===== src/rtl/mem_loader_pkg.sv =====
// Shared types and constants for the byte-stream memory loader.
// Build option: MEM_LOADER_VERIFY_EN adds a read-back VERIFY state.
package mem_loader_pkg;

    localparam int unsigned BYTES_PER_WORD  = 4;
    localparam int unsigned WORD_BYTES_LOG2 = 2;
    localparam int unsigned BYTE_W          = 8;
    localparam int unsigned WORD_W          = 32;
    localparam int unsigned BCNT_W          = 2;

    typedef enum logic [2:0] {
        ST_IDLE    = 3'd0,
        ST_COLLECT = 3'd1,
        ST_WRITE   = 3'd2,
`ifdef MEM_LOADER_VERIFY_EN
        ST_VERIFY  = 3'd3,
`endif
        ST_DONE    = 3'd4
    } loader_state_t;

endpackage


===== src/rtl/mem_loader_word_assembler.sv =====
// Collects accepted bytes into a little-endian 32-bit word.
// The byte counter wraps on the 4th byte; data is kept until overwritten
// so the finished word stays on the write-data bus through WRITE/VERIFY.
module word_assembler
    import mem_loader_pkg::*;
(
    input  logic                 i_clk,
    input  logic                 i_rst_n,
    input  logic                 i_clr,
    input  logic                 i_accept,
    input  logic [BYTE_W-1:0]    i_data,
    output logic [WORD_W-1:0]    o_word,
    output logic                 o_word_full_c
);

    logic [BCNT_W-1:0] r_bcnt;
    logic [WORD_W-1:0] r_word;

    assign o_word        = r_word;
    assign o_word_full_c = i_accept && (r_bcnt == BCNT_W'(BYTES_PER_WORD - 1));

    // Byte counter and right-shifting word register (first byte ends in [7:0])
    always_ff @(posedge i_clk or negedge i_rst_n) begin
        if (!i_rst_n) begin
            r_bcnt <= '0;
            r_word <= '0;
        end else begin
            if (i_clr) begin
                r_bcnt <= '0;
            end else if (i_accept) begin
                r_bcnt <= r_bcnt + BCNT_W'(1);
            end
            if (i_accept) begin
                r_word <= {i_data, r_word[WORD_W-1:BYTE_W]};
            end
        end
    end

endmodule


===== src/rtl/mem_loader.sv =====
// Run-time program/data loader: byte stream in, 32-bit word writes out
// to the unified memory port starting at BASE_ADDR.
// Build option: MEM_LOADER_VERIFY_EN enables per-word read-back compare
// and the sticky error flag; otherwise error is tied low and rd unused.
module mem_loader
    import mem_loader_pkg::*;
#(
    parameter int unsigned WORDS     = 64,
    parameter logic [31:0] BASE_ADDR = 32'h0000_0000,
    parameter int unsigned LW        = $clog2(WORDS) + 1
) (
    input  logic          i_clk,
    input  logic          i_reset_n,
    input  logic          i_start,
    input  logic [LW-1:0] i_len,
    input  logic          i_byte_valid,
    input  logic [7:0]    i_byte_data,
    output logic          o_byte_ready,
    output logic          o_we,
    output logic [31:0]   o_a,
    output logic [31:0]   o_wd,
    input  logic [31:0]   i_rd,
    output logic          o_busy,
    output logic          o_done,
    output logic          o_error
);

    loader_state_t r_state;
    loader_state_t w_state_nxt;

    logic [LW-1:0] r_len;
    logic [LW-1:0] r_word_cnt;
    logic [31:0]   r_a;
    logic [LW-1:0] w_len_clamp;
    logic          w_start_acc;
    logic          w_accept;
    logic          w_word_full;
    logic          w_last;
    logic          w_cnt_inc;
    logic          w_asm_clr;

    // Outputs decoded from the state register only
    assign o_byte_ready = (r_state == ST_COLLECT);
    assign o_we         = (r_state == ST_WRITE);
    assign o_busy       = (r_state != ST_IDLE);
    assign o_done       = (r_state == ST_DONE);
    assign o_a          = r_a;

    assign w_start_acc = (r_state == ST_IDLE) && i_start;
    assign w_accept    = i_byte_valid && o_byte_ready;
    assign w_len_clamp = (i_len > LW'(WORDS)) ? LW'(WORDS) : i_len;
    assign w_last      = ((r_word_cnt + LW'(1)) == r_len);
    assign w_asm_clr   = (r_state == ST_WRITE) || w_start_acc;

    word_assembler u_asm (
        .i_clk         (i_clk),
        .i_rst_n       (i_reset_n),
        .i_clr         (w_asm_clr),
        .i_accept      (w_accept),
        .i_data        (i_byte_data),
        .o_word        (o_wd),
        .o_word_full_c (w_word_full)
    );

    // State register
    always_ff @(posedge i_clk or negedge i_reset_n) begin
        if (!i_reset_n) begin
            r_state <= ST_IDLE;
        end else begin
            r_state <= w_state_nxt;
        end
    end

    // Next-state and word-count advance
    always_comb begin
        w_state_nxt = r_state;
        w_cnt_inc   = 1'b0;
        unique case (r_state)
            ST_IDLE: begin
                if (i_start) begin
                    w_state_nxt = (w_len_clamp == '0) ? ST_DONE : ST_COLLECT;
                end
            end
            ST_COLLECT: begin
                if (w_word_full) begin
                    w_state_nxt = ST_WRITE;
                end
            end
            ST_WRITE: begin
`ifdef MEM_LOADER_VERIFY_EN
                w_state_nxt = ST_VERIFY;
`else
                w_cnt_inc   = 1'b1;
                w_state_nxt = w_last ? ST_DONE : ST_COLLECT;
`endif
            end
`ifdef MEM_LOADER_VERIFY_EN
            ST_VERIFY: begin
                w_cnt_inc   = 1'b1;
                w_state_nxt = w_last ? ST_DONE : ST_COLLECT;
            end
`endif
            ST_DONE: begin
                w_state_nxt = ST_IDLE;
            end
            default: begin
                w_state_nxt = ST_IDLE;
            end
        endcase
    end

    // Load length, word counter and write address
    always_ff @(posedge i_clk or negedge i_reset_n) begin
        if (!i_reset_n) begin
            r_len      <= '0;
            r_word_cnt <= '0;
            r_a        <= '0;
        end else begin
            if (w_start_acc) begin
                r_len      <= w_len_clamp;
                r_word_cnt <= '0;
            end else if (w_cnt_inc) begin
                r_word_cnt <= r_word_cnt + LW'(1);
            end
            if ((r_state == ST_COLLECT) && w_word_full) begin
                r_a <= BASE_ADDR + (32'(r_word_cnt) << WORD_BYTES_LOG2);
            end
        end
    end

`ifdef MEM_LOADER_VERIFY_EN
    logic r_error;

    // Sticky read-back mismatch flag, cleared by an accepted start
    always_ff @(posedge i_clk or negedge i_reset_n) begin
        if (!i_reset_n) begin
            r_error <= 1'b0;
        end else if (w_start_acc) begin
            r_error <= 1'b0;
        end else if ((r_state == ST_VERIFY) && (i_rd != o_wd)) begin
            r_error <= 1'b1;
        end
    end

    assign o_error = r_error;
`else
    logic w_rd_unused;

    assign w_rd_unused = ^i_rd;
    assign o_error     = 1'b0;
`endif

endmodule


===== config.mk =====
export PLATFORM = sky130hd
export DESIGN_NAME = mem_loader
export DESIGN_NICKNAME = d
export VERILOG_FILES = /design/src/rtl/mem_loader_pkg.sv /design/src/rtl/mem_loader_word_assembler.sv /design/src/rtl/mem_loader.sv
export SDC_FILE = /design/constraint.sdc
export NUM_CORES = 1
export LEC_CHECK = 0
export ABC_AREA = 1
export ABC_CLOCK_PERIOD_IN_PS = 1620
export BUFFER_PORTS_ARGS = -buffer_cell sky130_fd_sc_hd__clkbuf_2
export CAP_MARGIN = 20
export CORE_MARGIN = 3
export CORE_UTILIZATION = 43
export DETAILED_ROUTE_END_ITERATION = 8
export PLACE_DENSITY = 0.77
export SYNTH_ARGS = -nofsm -noshare
export SYNTH_HDL_FRONTEND = slang
export SYNTH_SLANG_ARGS = --single-unit

===== constraint.sdc =====
create_clock -name i_clk -period 1.62 [get_ports i_clk]
set_clock_uncertainty 0.2 [all_clocks]
set_input_delay 0.243 -clock i_clk [delete_from_list [all_inputs] [get_ports i_clk]]
set_output_delay 0.243 -clock i_clk [all_outputs]
set_load 0.05 [all_outputs]

==> results of run 1 <==
-- tightest hold or removal path, stage by stage --
cell,delay [ns]
clkbuf_2,0.11
nor2_2,0.10
a21oi_1,0.05
-- final timing paths --
| path | startpoint | to | cells past startpoint |
|---|---|---|---|
| max in group asynchronous | i_reset_n | o_a[7]$_DFFE_PN0P_ | 3 |
| setup / recovery | r_word_cnt[0]$_DFFE_PN0P_ | r_state[0]$_DFFE_PN0P_ | 13 |
| hold / removal | i_len[6] | r_len[6]$_DFFE_PN0P_ | 3 |
| min in group asynchronous | i_reset_n | u_asm.o_word[12]$_DFFE_PN0P_ | 2 |
| hold reg to reg | o_a[7]$_DFFE_PN0P_ | o_a[7]$_DFFE_PN0P_ | 2 |
| setup reg to reg | r_word_cnt[0]$_DFFE_PN0P_ | r_state[0]$_DFFE_PN0P_ | 13 |
-- report_power, final --
part	internal (W)	switching (W)
clock network	0.000746	0.000572
logic	0.00107	0.00306
registers	0.00204	0.000395
total	0.00385	0.00403
-- area by class of cell --
class                           count  area, µm²
Timing Repair Buffer              108      784.5
Sequential cell                    58       1451
Clock inverter                      5      53.80
Inverter                           44      172.7
Multi-Input combinational cell    217       1082
Clock buffer                       11      141.4
Fill cell                         513       2246
Tap cell                           75      93.84
-- routing by layer --
metal | track usage | wire length, µm | vias to the layer above
li1 | - | - | 1192
met1 | 0.2200 | 2811 | 1144
met2 | 0.3284 | 3533 | 81
met3 | 0.03689 | 332 | 16
met4 | 0.1007 | 181 | 0
met5 | 0 | 0 | -
-- kinds of logic after synthesis --
logic type / synth area share
adders and majority gates: 0.009211
xor gates and xnor gates: 0.003225
DFF: 0.5343
buffers and inverters: 0.1460
AOI/OAI and AO/OA: 0.09443
and+or+nand+nor: 0.2114
other: 0.001381
-- sequential cells by signal, summed over array words and instances, names as in the netlist --
name,cells
o_a,7
r_len,7
r_state,3
r_word_cnt,7
u_asm.o_word,32
u_asm.r_bcnt,2
-- synth_stat cells --
cell      count
conb_1        1
buf_2         4
nor3_1        1
a21oi_2       2
nand2_1     105
buf_4        26
xor2_1        1
nor2_1       10
nand2_4       2
nand4_1       1
or2_2         1
o21ai_0      37
inv_2         2
dfrtp_1      58
nand3_1      18
nor4_1        1
ha_1          2
o22ai_1       7
clkbuf_1      4
inv_1        41
clkinv_2      1
nor2_2        1
a21oi_1       2
-- metrics by stage --
| stage | cell area [µm²] | hold WS (ns) | TNS (ns) | setup slack (ns) | total power (W) |
|---|---|---|---|---|---|
| after floorplan | 2826 | -0.2526 | -0.8618 | -0.08766 | 0.005258 |
| after global placement | 3173 | 0.02127 | -0.2186 | -0.1519 | 0.006065 |
| final | 3780 | -0.0007234 | -1.168 | -0.2156 | 0.007878 |
| after CTS | 3651 | 0.02682 | -0.4929 | -0.1431 | 0.007695 |
| after detailed placement | 3173 | 0.03197 | -0.3190 | -0.2015 | 0.006172 |
| after global routing | 3780 | 0.04112 | -2.177 | -0.3421 | 0.008320 |
-- timing repair --
| action | 4_1_cts | 5_1_grt |
|---|---|---|
| hold buffers | 15 | 0 |
| pin swaps | 5 | 18 |
| setup buffers | 5 | 5 |
| endpoints found under the hold margin | 31 | 0 |
| resized for setup | 22 | 31 |
| setup endpoints to repair | 6 | 22 |
==> impl_metrics.json, run 1 <==
{
  "powerDensity_mw_per_mm2": 2084,
  "r2r_slack_ns": -0.22,
  "portBuffers": 61,
  "path_max_fanout": 2,
  "cts_tree": "yes",
  "fin_util": 0.6273,
  "grt_overflow": 0,
  "drive_above_1_share": 0.3363,
  "coreArea_mm2": 0.006026,
  "period_share": 1.133,
  "status": "complete, but fails checks",
  "crit_arrival_ns": 1.87,
  "yosys.area.top_type_share": 0.5343,
  "ios": 120,
  "rsz0062_at_grt": "yes",
  "yosysSeqAreaShare": 0.5343,
  "first_global_vias": 2399,
  "ys_types": 23,
  "worstPathBufferInverterCount": 1,
  "clk_pin_slew_ns": 0.06,
  "synth_largest_area_cell": "dfrtp_1",
  "grt_pass1_wl_um": 10790,
  "worst_pin_slew_ns": 0.5088,
  "dr.pass1.iters": 4,
  "die_area_mm2": 0.007307,
  "power.leakage_nw": 2.013,
  "die_w_um": 85.48,
  "wl_um": 6859,
  "startpoint_type": "register",
  "clk_latency_ns": 0.34,
  "grt_max_degree": 36,
  "dpl.hpwl_um": 4329,
  "htree_num_levels": 3,
  "cts-root-buf": "clkbuf_8",
  "cpPeakStageDelay_ns": 0.42,
  "wl_per_cell_um": 13.24,
  "mostFrequentLayoutCell": "nand2_1",
  "diodes": 0,
  "netlist_area_mm2": 0.002716,
  "layout.nets": 491,
  "cp_common_cell": "nand2_1",
  "cts.sinks": 58,
  "ys_warn_count": 0,
  "initial_utilization": 0.4508,
  "gp_congestion": 0.8538,
  "hold_viol": 1,
  "drt_iter0_drc": 132,
  "ys_seq_elements": 58,
  "holdWs_ns": -0.0007234,
  "critical_path_class": "reg -> reg",
  "numCtsBuffers": 9,
  "crit_family": "simple AND/OR/NAND/NOR gates",
  "setup_viol": 13,
  "critical_path.cell_chain": "ha_4 > nand2_1 > nand2_2 > nor2_2 > nand2_1 > inv_1 > nand2_2 > nor2_4 > nand2_1 > nand2_1 > nand2_1 > nand2_1 > nand2_1",
  "antenna_found_initial": 0,
  "drv_cap": 0,
  "grt_usage": 0.1895,
  "slew_headroom": 0.6608,
  "syn_avg_cell_area_um2": 8.282,
  "layout.cells.non_filler": 518,
  "area_growth_pct": 39.15,
  "ir_drop_mv": 1.155,
  "via_count": 2433,
  "cp.required_ns": 1.66,
  "setup_slack_ns": -0.2156,
  "dp_cells": 477,
  "hold_path_class": "in -> reg",
  "viasPerCell": 4.697,
  "ant_nets": 0,
  "violations": "negative hold slack, negative setup slack",
  "timing.fmax_ghz": 0.5448,
  "slowest_stage": "dfrtp_1",
  "rows": 28,
  "die_h_um": 85.48,
  "slew_violations": 0,
  "clockBufferDepth": 2,
  "most-common-layout-cells": "92 x nand2_1, 58 x dfrtp_1, 57 x clkbuf_2",
  "drc": 0,
  "cp-end-kind": "register",
  "period_needed_ns": 1.836,
  "synthCells": 328,
  "synth_area_leaders": "dfrtp_1 53%, nand2_1 15%, buf_4 7.2%"
}
(Power assumes the default switching activity.)
==> run 2: changes to the inputs <==
- ABC_CLOCK_PERIOD_IN_PS: 1620 -> 2230
- CORE_UTILIZATION: 43 -> 27
- PLACE_DENSITY: 0.77 -> not set
- clock period: 1.62 -> 2.23 ns (I/O delays scaled with it)
==> run 2 against run 1 <==
Effect of this change: the flow now finishes without violations; setup slack better by 0.35 ns; core utilization is 27 points lower; design area is 11% lower; total power is 31% lower; sequential cell count stayed put; hold slack better by 0.028 ns; register-to-register slack better by 0.53 ns; via count is 8.0% lower; highest routed layer unchanged.
==> impl_metrics.json, run 2 (synthesis results as in run 1) <==
{
  "first_global_vias": 2262,
  "period_needed_ns": 2.095,
  "ant_nets": 0,
  "powerDensity_mw_per_mm2": 1614,
  "diodes": 0,
  "ios": 120,
  "path_max_fanout": 7,
  "rsz0062_at_grt": "no",
  "final_area_mm2": 0.003379,
  "drv_cap": 0,
  "die_h_um": 106.3,
  "ir_drop_mv": 0.8645,
  "hold_path_class": "in -> reg",
  "cts-root-buf": "clkbuf_8",
  "crit_arrival_ns": 1.56,
  "clk_pin_slew_ns": 0.07,
  "viasPerCell": 4.185,
  "slew_violations": 0,
  "numCtsBuffers": 9,
  "dp_cells": 513,
  "period_share": 0.9394,
  "cp-startpoint": "r_state[2]$_DFFE_PN0P_",
  "clockBufferDepth": 2,
  "htree_num_levels": 3,
  "largest_reg_flops": 32,
  "hold_viol": 0,
  "gp_congestion": 0.8270,
  "drc": 0,
  "drt_iter0_drc": 78,
  "dpl.hpwl_um": 4315,
  "antenna_found_initial": 0,
  "mostFrequentLayoutCell": "nand2_1",
  "drive_above_1_share": 0.2241,
  "setup_tns_ns": 0,
  "wl_per_cell_um": 11.12,
  "grt_usage": 0.1109,
  "dr.pass1.iters": 4,
  "grt_overflow": 0,
  "cp-end-kind": "output port",
  "critical_path_class": "reg -> out",
  "hold_start": "i_byte_data[5]",
  "cts_tree": "yes",
  "die_area_mm2": 0.01130,
  "initial_utilization": 0.2858,
  "setup_viol": 0,
  "power.leakage_nw": 1.818,
  "clk_latency_ns": 0.33,
  "layout.cells.non_filler": 535,
  "cts.sinks": 58,
  "startpoint_type": "register",
  "via_count": 2239,
  "coreArea_mm2": 0.009503,
  "cp.required_ns": 1.70,
  "die_w_um": 106.3,
  "r2r_start": "r_word_cnt[0]$_DFFE_PN0P_",
  "most-common-layout-cells": "105 x nand2_1, 60 x clkbuf_2, 57 x dfrtp_1",
  "status": "completed",
  "wl_um": 5947,
  "rows": 35,
  "grt_max_degree": 59,
  "grt_pass1_wl_um": 10120,
  "placed_area_mm2": 0.003089,
  "cts_setup_buffers": 0,
  "layout.nets": 455,
  "area_growth_pct": 24.41,
  "timing.fmax_ghz": 0.4773,
  "portBuffers": 61
}
## run 2: cell types whose count changed in the layout (fill, tap and decap cells not counted), sizes merged
| cell | previous run | this run |
|---|---|---|
| clkinv | 5 | 4 |
| buf | 35 | 4 |
| clkbuf | 69 | 71 |
| clkinvlp | 1 | 0 |
| dlygate4sd3 | 15 | 7 |
| inv | 42 | 43 |
| bufinv | 1 | 2 |
## run 2: path summary, 6_finish.rpt
path / end / slack [ns] / cells after the start
worst max-delay path: o_we / 0.14 / 4
worst min-delay path: u_asm.o_word[29]$_DFFE_PN0P_ / 0.03 / 3
worst max register to register: r_state[0]$_DFFE_PN0P_ / 0.31 / 14
worst min register to register: u_asm.o_word[2]$_DFFE_PN0P_ / 0.28 / 2
max in group asynchronous: r_word_cnt[0]$_DFFE_PN0P_ / 1.22 / 3
min in group asynchronous: u_asm.o_word[27]$_DFFE_PN0P_ / 0.34 / 3
## run 2: critical path, stage by stage (launching register included)
cell	delay (ns)
dfrtp_1	0.40
inv_1	0.10
nand3_1	0.26
inv_2	0.22
clkbuf_4	0.26
## run 2: layer usage
layer	vias to the layer above	wire [µm]	GRT usage
li1	1118	-	-
met3	5	497	0.05282
met1	1040	2574	0.1274
met5	-	0	0
met4	0	44	0.03608
met2	76	2831	0.1819
## run 2: timing repair
action	CTS	global route
cloned	0	0
setup endpoints to repair	1	2
pin swaps	0	0
hold buffers	7	0
hold endpoints to repair	64	0
gates resized for setup	1	2
## run 2: area by class of cell
class / instances / area, µm²
clock inverters: 5 / 78.83
well taps: 129 / 161.4
fillers: 991 / 6123
repair buffers: 72 / 420.4
multi-input cells: 217 / 962.2
clock buffers: 10 / 137.6
inverters: 44 / 166.4
flip-flops and latches: 58 / 1453
## run 2: report_power, final
group	switching, W	total (W)	internal (W)	leakage (nW)
registers	0.000274	0.00175	0.00148	0.750
logic	0.00208	0.00264	0.000557	0.956
clock network	0.000414	0.00107	0.000651	0.112
total	0.00277	0.00546	0.00269	1.82
## run 2: stage by stage
stage | power [W] | utilization | hold slack [ns] | setup slack [ns]
2_1_floorplan | 0.003805 | - | -0.1611 | 0.1982
3_3_place_gp | 0.004383 | 0.3251 | 0.1630 | 0.3141
3_5_place_dp | 0.004422 | 0.3251 | 0.1699 | 0.2801
4_1_cts | 0.005523 | 0.3555 | 0.007212 | 0.04352
5_1_grt | 0.005825 | 0.3556 | 0.01962 | 0.03558
6_report | 0.005455 | 0.3556 | 0.02767 | 0.1350
